$ cat config.mk
export PLATFORM = sky130hd
export DESIGN_NAME = priv_trap_ctrl
export DESIGN_NICKNAME = d
export VERILOG_FILES = /design/src/rtl/priv_trap_ctrl.sv
export SDC_FILE = /design/constraint.sdc
export NUM_CORES = 1
export LEC_CHECK = 0
export CORE_MARGIN = 8
export CORE_UTILIZATION = 40
export DETAILED_ROUTE_END_ITERATION = 7
export GPL_TIMING_DRIVEN = 0
export PLACE_DENSITY = 0.9
export SLEW_MARGIN = 20
export SYNTH_ARGS = -nofsm -noshare
export SYNTH_HDL_FRONTEND = slang
export SYNTH_SLANG_ARGS = --single-unit
export TNS_END_PERCENT = 50
$ cat constraint.sdc
create_clock -name clk -period 2 [get_ports clk]
set_input_delay 0.4 -clock clk [delete_from_list [all_inputs] [get_ports clk]]
set_output_delay 0.4 -clock clk [all_outputs]
set_load 0.01 [all_outputs]
$ cat src/rtl/priv_trap_ctrl.sv
// priv_trap_ctrl: precise trap/rti controller; optional trap_count port with PRIV_TRAP_COUNT_EN
module priv_trap_ctrl #(
    parameter logic [15:0] VECTOR_BASE  = 16'h0010,
    parameter int unsigned FLUSH_CYCLES = 2
) (
    input  logic        clk,
    input  logic        rst_n,
    input  logic        Illegal_PC,
    input  logic        Illegal_Memory,
    input  logic [15:0] pc_fetch,
    input  logic [15:0] pc_mem,
    input  logic        syscall,
    input  logic [15:0] syscall_pc,
    input  logic        rti,
    input  logic [15:0] rti_pc,
    output logic        Mode,
    output logic        flush,
    output logic        trap_jump,
    output logic [15:0] trap_target,
    output logic [15:0] epc,
    output logic [1:0]  cause,
    output logic        busy
`ifdef PRIV_TRAP_COUNT_EN
    ,
    output logic [7:0]  trap_count
`endif
);
    typedef enum logic [1:0] {RUN, FLUSH, REDIRECT} state_t;
    localparam logic [2:0] FC_LAST = (FLUSH_CYCLES == 0) ? 3'd0 : 3'(FLUSH_CYCLES - 1);
    state_t      state_q, state_d;
    logic [2:0]  cnt_q, cnt_d;
    logic        mode_q, mode_d, flush_q, flush_d, trap_jump_q, trap_jump_d, busy_q, busy_d;
    logic [15:0] trap_target_q, trap_target_d, epc_q, epc_d;
    logic [1:0]  cause_q, cause_d;
    logic        ev_mem, ev_pc, ev_rti, enter_flush;
    assign ev_mem      = Illegal_Memory && !mode_q;
    assign ev_pc       = Illegal_PC && !mode_q;
    assign ev_rti      = rti && !mode_q;
    assign enter_flush = (state_q == RUN) && (ev_mem || ev_pc || syscall || ev_rti);
    always_comb begin
        state_d       = state_q;
        cnt_d         = cnt_q;
        mode_d        = mode_q;
        flush_d       = 1'b0;
        trap_jump_d   = 1'b0;
        trap_target_d = trap_target_q;
        epc_d         = epc_q;
        cause_d       = cause_q;
        busy_d        = 1'b0;
        case (state_q)
            RUN: begin
                if (enter_flush) begin
                    state_d = FLUSH;
                    cnt_d   = FC_LAST;
                    mode_d  = 1'b1;
                    flush_d = 1'b1;
                    busy_d  = 1'b1;
                    cause_d = ev_mem ? 2'd2 : ev_pc ? 2'd1 : syscall ? 2'd3 : 2'd0;
                    epc_d   = ev_mem ? pc_mem : ev_pc ? pc_fetch : syscall ? syscall_pc : rti_pc;
                end else if (rti) begin
                    trap_jump_d   = 1'b1;
                    trap_target_d = epc_q;
                    mode_d        = 1'b0;
                end
            end
            FLUSH: begin
                busy_d = 1'b1;
                if (cnt_q == 3'd0) begin
                    state_d       = REDIRECT;
                    trap_jump_d   = 1'b1;
                    trap_target_d = VECTOR_BASE + {12'd0, cause_q, 2'b00};
                end else begin
                    cnt_d   = cnt_q - 3'd1;
                    flush_d = 1'b1;
                end
            end
            default: state_d = RUN;
        endcase
    end
    always_ff @(posedge clk) begin
        if (!rst_n) begin
            state_q       <= RUN;
            cnt_q         <= 3'd0;
            mode_q        <= 1'b1;
            flush_q       <= 1'b0;
            trap_jump_q   <= 1'b0;
            trap_target_q <= 16'h0000;
            epc_q         <= 16'h0000;
            cause_q       <= 2'd0;
            busy_q        <= 1'b0;
        end else begin
            state_q       <= state_d;
            cnt_q         <= cnt_d;
            mode_q        <= mode_d;
            flush_q       <= flush_d;
            trap_jump_q   <= trap_jump_d;
            trap_target_q <= trap_target_d;
            epc_q         <= epc_d;
            cause_q       <= cause_d;
            busy_q        <= busy_d;
        end
    end
    assign Mode        = mode_q;
    assign flush       = flush_q;
    assign trap_jump   = trap_jump_q;
    assign trap_target = trap_target_q;
    assign epc         = epc_q;
    assign cause       = cause_q;
    assign busy        = busy_q;
`ifdef PRIV_TRAP_COUNT_EN
    logic [7:0] trap_count_q, trap_count_d;
    always_comb trap_count_d = (enter_flush && trap_count_q != 8'hFF) ? trap_count_q + 8'd1 : trap_count_q;
    always_ff @(posedge clk) begin
        if (!rst_n) trap_count_q <= 8'd0;
        else        trap_count_q <= trap_count_d;
    end
    assign trap_count = trap_count_q;
`endif
endmodule
Yosys cells after proc, flatten, opt, wreduce, memory -nomap -nowiden
Cells that the tools add are included.
{"block": "totals", "output_inout_bits": 38, "wordCells": 60, "ff_bits": 43}
{"block": "classes", "eq_ne": 6, "reduce_logical": 17, "add_sub_neg": 2, "muxes": 26}
{"cell": "$mux W16", "n": 6}
{"cell": "$pmux W16 S2", "n": 1}
{"cell": "$mux W2", "n": 5}
{"cell": "$ne A2 B2 Y1 const B", "n": 5}
{"cell": "$mux W1", "n": 7}
{"cell": "$add A5 B4 Y6 const A", "n": 1}
{"cell": "$mux W3", "n": 2}
{"cell": "$pmux W1 S2", "n": 3}
{"cell": "$pmux W3 S2", "n": 1}
{"cell": "$reduce_and A2 Y1", "n": 3}
{"cell": "$logic_and A1 B1 Y1", "n": 4}
{"cell": "$pmux W2 S2", "n": 1}
{"cell": "$reduce_and A4 Y1", "n": 1}
{"cell": "$reduce_bool A2 Y1", "n": 2}
{"cell": "$logic_not A3 Y1", "n": 1}
{"cell": "$logic_or A1 B1 Y1", "n": 3}
{"cell": "$reduce_and A3 Y1", "n": 1}
{"cell": "$sub A3 B1 Y3 const B", "n": 1}
{"cell": "$eq A2 B1 Y1 const B", "n": 1}
{"cell": "$logic_not A2 Y1", "n": 1}
{"cell": "$logic_not A1 Y1", "n": 1}

Logic depth before layout (Yosys ltp)
{"block": "logic_depth", "ltp_word": 8, "ltp_mapped": 7, "mapped_depth_nobuf": 6}

Least setup slack after synthesis
No wires, ideal clock.
{"block": "synth_path", "path_type": "register to register", "from": "register cnt_q[0]", "to": "register trap_target_q[4], in the netlist trap_target[4]", "required_ns": 1.881, "synth_period_minus_slack_ns": 1.553, "path_buffers": 1, "slack_ns": 0.447, "arrival_time_ns": 1.435, "path_stages_with_launch": 8, "cell_sequence": "dfxtp_1 -> inv_1 -> ha_1 -> and3b_2 -> o21bai_4 -> buf_6 -> inv_1 -> o221a_1"}
{"block": "synth_between", "elab_chain_len": 3}
{"item": "start, declared", "line_no": "31", "rtl": "logic [2:0] cnt_q, cnt_d;"}
{"item": "start signal, assigned", "line_no": "93", "rtl": "cnt_q <= cnt_d;"}
{"item": "$logic_not A3 Y1", "line_no": "68", "rtl": "if (cnt_q == 3'd0) begin"}
{"item": "$ne A2 B2 Y1 (no source line)"}
{"item": "$reduce_and A4 Y1 (no source line)"}
{"item": "end signal, assigned", "line_no": "97", "rtl": "trap_target_q <= trap_target_d;"}
{"item": "end, declared", "line_no": "33", "rtl": "logic [15:0] trap_target_q, trap_target_d, epc_q, epc_d;"}
Every way passes these cells.
A chain may end at the register's enable or synchronous reset.

Worst setup path in the final report
{"block": "layout_path", "from": "input Illegal_PC", "to": "register epc_q[14], in the netlist epc[14]"}
{"block": "layout_between", "elab_chain_len": 6}
{"item": "start, declared", "line_no": "8", "rtl": "input logic Illegal_PC,"}
{"item": "$logic_and A1 B1 Y1 *", "line_no": "37", "rtl": "assign ev_pc = Illegal_PC && !mode_q;"}
{"item": "$logic_or A1 B1 Y1 (3 in a row)", "line_no": "39", "rtl": "assign enter_flush = (state_q == RUN) && (ev_mem || ev_pc || syscall || ev_rti);"}
{"item": "$logic_and A1 B1 Y1", "line_no": "39"}
{"item": "$reduce_and A2 Y1 (no source line)"}
{"item": "end signal, assigned", "line_no": "98", "rtl": "epc_q <= epc_d;"}
{"item": "end, declared", "line_no": "33"}
Every way passes the cells marked *; elsewhere a longest branch is shown, timed or not.

==> flow_metrics.env <==
export IMPL_timing_critical_path_buf_inv=3
export IMPL_grt_pass1_wl_mm=11.2
export IMPL_final_period_minus_worst_setup_slack_ns=1.87
export IMPL_power_static_leakage_uw=0.00124
export IMPL_gr_total_overflow=0
export IMPL_drt_iter0_markers=120
export IMPL_drive_above_1_share_pct=7.99
export IMPL_fin_setup_tns_ns=0
export IMPL_finClkSkew_ns=0.00604
export IMPL_path_cells="clkdlybuf4s50_1, nor2b_1, buf_2, buf_2, a211oi_1, a2bb2oi_1, o2bb2ai_1"
export IMPL_synth_warnings=0
export IMPL_vias_per_cell=5.09
export IMPL_layout_fillers=469
export IMPL_clock_tree_root_cell="clkbuf_8"
export IMPL_post_layout_total_power_uw=2490
export IMPL_final_nets=409
export IMPL_synthesis_area_um2=2180
export IMPL_netlist_area_leader_share_pct=39.5
export IMPL_synth_seq_area_share_pct=39.5
export IMPL_num_vias=2087
export IMPL_required_ns=2.18
export IMPL_max_slew_margin_pct=60.8
export IMPL_synthesis_area_per_instance_um2=9.69
export IMPL_ir_worst_vdd_v=0.000319
export IMPL_max_freq_ghz=0.533
export IMPL_arrival_ns=2.05
export IMPL_clock_tree_from_tritoncts="yes"
export IMPL_start_util_pct=40.6
export IMPL_crit_path_max_fanout=10
export IMPL_post_cts_setup_buffers=0
export IMPL_buffers_added_on_ports=105
export IMPL_post_synth_top_count_cell="dfxtp_1"
export IMPL_netlist_top_cells_count="dfxtp_1 (43), nor2b_1 (31), a211oi_1 (18), o21ai_0 (17), o2bb2ai_1 (16)"
export IMPL_worst_hold_path_type="input pin to flop"
export IMPL_ctsResizeCount=0
export IMPL_critical_path_slowest_cell="clkdlybuf4s50_1"
export IMPL_die_x_um=89.8
export IMPL_top_ports=108
export IMPL_numClockSinks=43
export IMPL_postSynthRegisterBits=43
export IMPL_timing_final_hold_violations=0
export IMPL_post_synth_top_area_cell="dfxtp_1"
export IMPL_synth_edff_count=0
export IMPL_setup_violations=0
export IMPL_cts_buffers_inserted=5
export IMPL_dieArea_um2=8070
export IMPL_clk_latency_ns=0.29
export IMPL_synth_distinct_cells=42
export IMPL_clk_transition_reported_paths_ns=0.08
export IMPL_timing_critical_path_mode_cell="buf_2"
export IMPL_maximum_number_of_pins_on_one_net_before_global_route_repair=14
export IMPL_row_count=27
export IMPL_power_density_nw_per_um2=730
export IMPL_unrepaired_setup_endpoints_after_global_routing="false"
export IMPL_detailedRoute_firstPassIterationCount=4
export IMPL_final_max_tran_viols=0
export IMPL_core_area_um2=5370
export IMPL_synth_top_cells_by_area="dfxtp_1 (39%), nor2b_1 (8.9%), o2bb2ai_1 (6.4%), a211oi_1 (6.2%), a2bb2oi_1 (6.0%)"
export IMPL_postSynth_asyncResetShare_pct=0
export IMPL_setup_worst_path_class="input pin to flop"
export IMPL_grt_pass1_vias=2233
export IMPL_syn_nets=297
export IMPL_crit_path_max_incr_delay_ns=0.48
export IMPL_cp_end_kind="flop"
export IMPL_synthesis_instances=225
export IMPL_globalRouteTotalUtil_pct=16.5
export IMPL_dieHeight_um=89.8
export IMPL_n_antenna_cell=0
export IMPL_outcome="complete, no violations"
export IMPL_post_drt_wl_per_cell_um=16.5
export IMPL_route_detailed_drc=0
export IMPL_timing_worst_slew_pin_value_ns=0.583
export IMPL_dpl_hpwl_mm=5.70
export IMPL_drv_cap=0
export IMPL_worst_setup_path_start_kind="input pin"
export IMPL_dominantRegCellSynth="dfxtp_1"
export IMPL_ant_nets=0
export IMPL_h_tree_depth=2
export IMPL_route_final_wire_length_mm=6.77
export IMPL_finalWeightedCongestion=0.778
export IMPL_ctsHoldBuffers=0
export IMPL_cts_max_path_buffers=2
export IMPL_fin_crit_sh_pct=93.7
export IMPL_synthToLayoutAreaGrowth_pct=56.2
export IMPL_critical_path_top_delay_family="buffers and inverters"
export IMPL_antenna_found_initial=0
cells in the final DEF (no fill, tap or decap), drive strengths merged, types with 2 or more instances in the layout:
cell / n
mux2i: 2
ha: 2
a211oi: 18
clkinv: 2
o2bb2ai: 16
nand2: 5
inv: 4
nor4: 2
nor2: 8
and3: 2
o21ai: 17
a22oi: 13
dfxtp: 43
nand2b: 3
nor3: 2
a21oi: 2
clkbuf: 14
o211ai: 2
and2b: 3
o21a: 3
nor2b: 33
buf: 9
a2bb2oi: 15
clkdlybuf4s50: 105
cell families (layout without fill, tap and decap cells):
group	Yosys count	after routing	share of synthesized area (%)
simple gates	63	63	20.0
fa+ha+maj	2	2	1.15
compound gates	93	93	32.4
flops	43	43	39.5
mux	2	2	0.918
buf+inv	22	135	6.08
worst reg2reg max path, cell delays in order (launching register included):
cell and delay, ns:
dfxtp_1 0.37, inv_1 0.07, ha_1 0.22, and3b_2 0.24, o21bai_4 0.26, buf_6 0.18
inv_1 0.07, o221a_1 0.23
area by class of cell:
class / count / area [µm²] / area share, %
clock inverters: 2 / 12.5 / 0.367
flip-flops and latches: 43 / 861 / 25.3
inverters: 5 / 18.8 / 0.551
clock buffers: 6 / 72.6 / 2.13
plain buffers: 17 / 114 / 3.34
multi-input cells: 160 / 1190 / 34.9
repair buffers: 105 / 1050 / 30.8
well taps: 72 / 90.1 / 2.64
power by group:
group          internal, µW  switching (µW)  leakage (µW)  total [µW]
sequential              963            98.5      0.000352        1060
combinational           513             383      0.000849         896
clock                   244             285     0.0000412         529
registers in the layout, summed over array words and instances, names as in the netlist:
register     cells
epc             16
flush            1
cnt_q            3
Mode             1
trap_target     16
cause            2
state_q          2
busy             1
trap_jump        1
per-stage QoR:
stage                     cells  worst slack (ns)  utilization (%)  hold slack (ns)  cell area (µm²)
after floorplan             225             0.447                -            0.443             2180
after global routing        410            0.0546             63.4            0.468             3410
final                       410             0.125             63.4            0.463             3410
after global placement      402           -0.0839             61.8            0.461             3320
after detailed placement    402            -0.148             61.8            0.481             3320
after CTS                   410             0.151             63.4            0.459             3410
path summary, 6_finish.rpt:
kind	to	cells after the start	start	slack, ns
setup / recovery	epc[14]$_SDFFE_PN0P_	7	Illegal_PC	0.13
hold reg to reg	epc[8]$_SDFFE_PN0P_	1	epc[8]$_SDFFE_PN0P_	0.49
hold / removal	trap_target[6]$_SDFFE_PN0P_	2	rst_n	0.46
setup reg to reg	trap_target[4]$_SDFFE_PN0P_	7	cnt_q[0]$_SDFFE_PN0P_	0.25
routing by layer:
| layer | up-vias | routed length (µm) | track usage, % |
|---|---|---|---|
| met5 | - | 0 | 0 |
| met4 | 0 | 155 | 5.78 |
| met3 | 11 | 361 | 4.74 |
| met2 | 68 | 3340 | 28.8 |
| met1 | 942 | 2920 | 18.8 |
| li1 | 1066 | - | - |
Note: power is estimated with default switching activity, not from simulation.
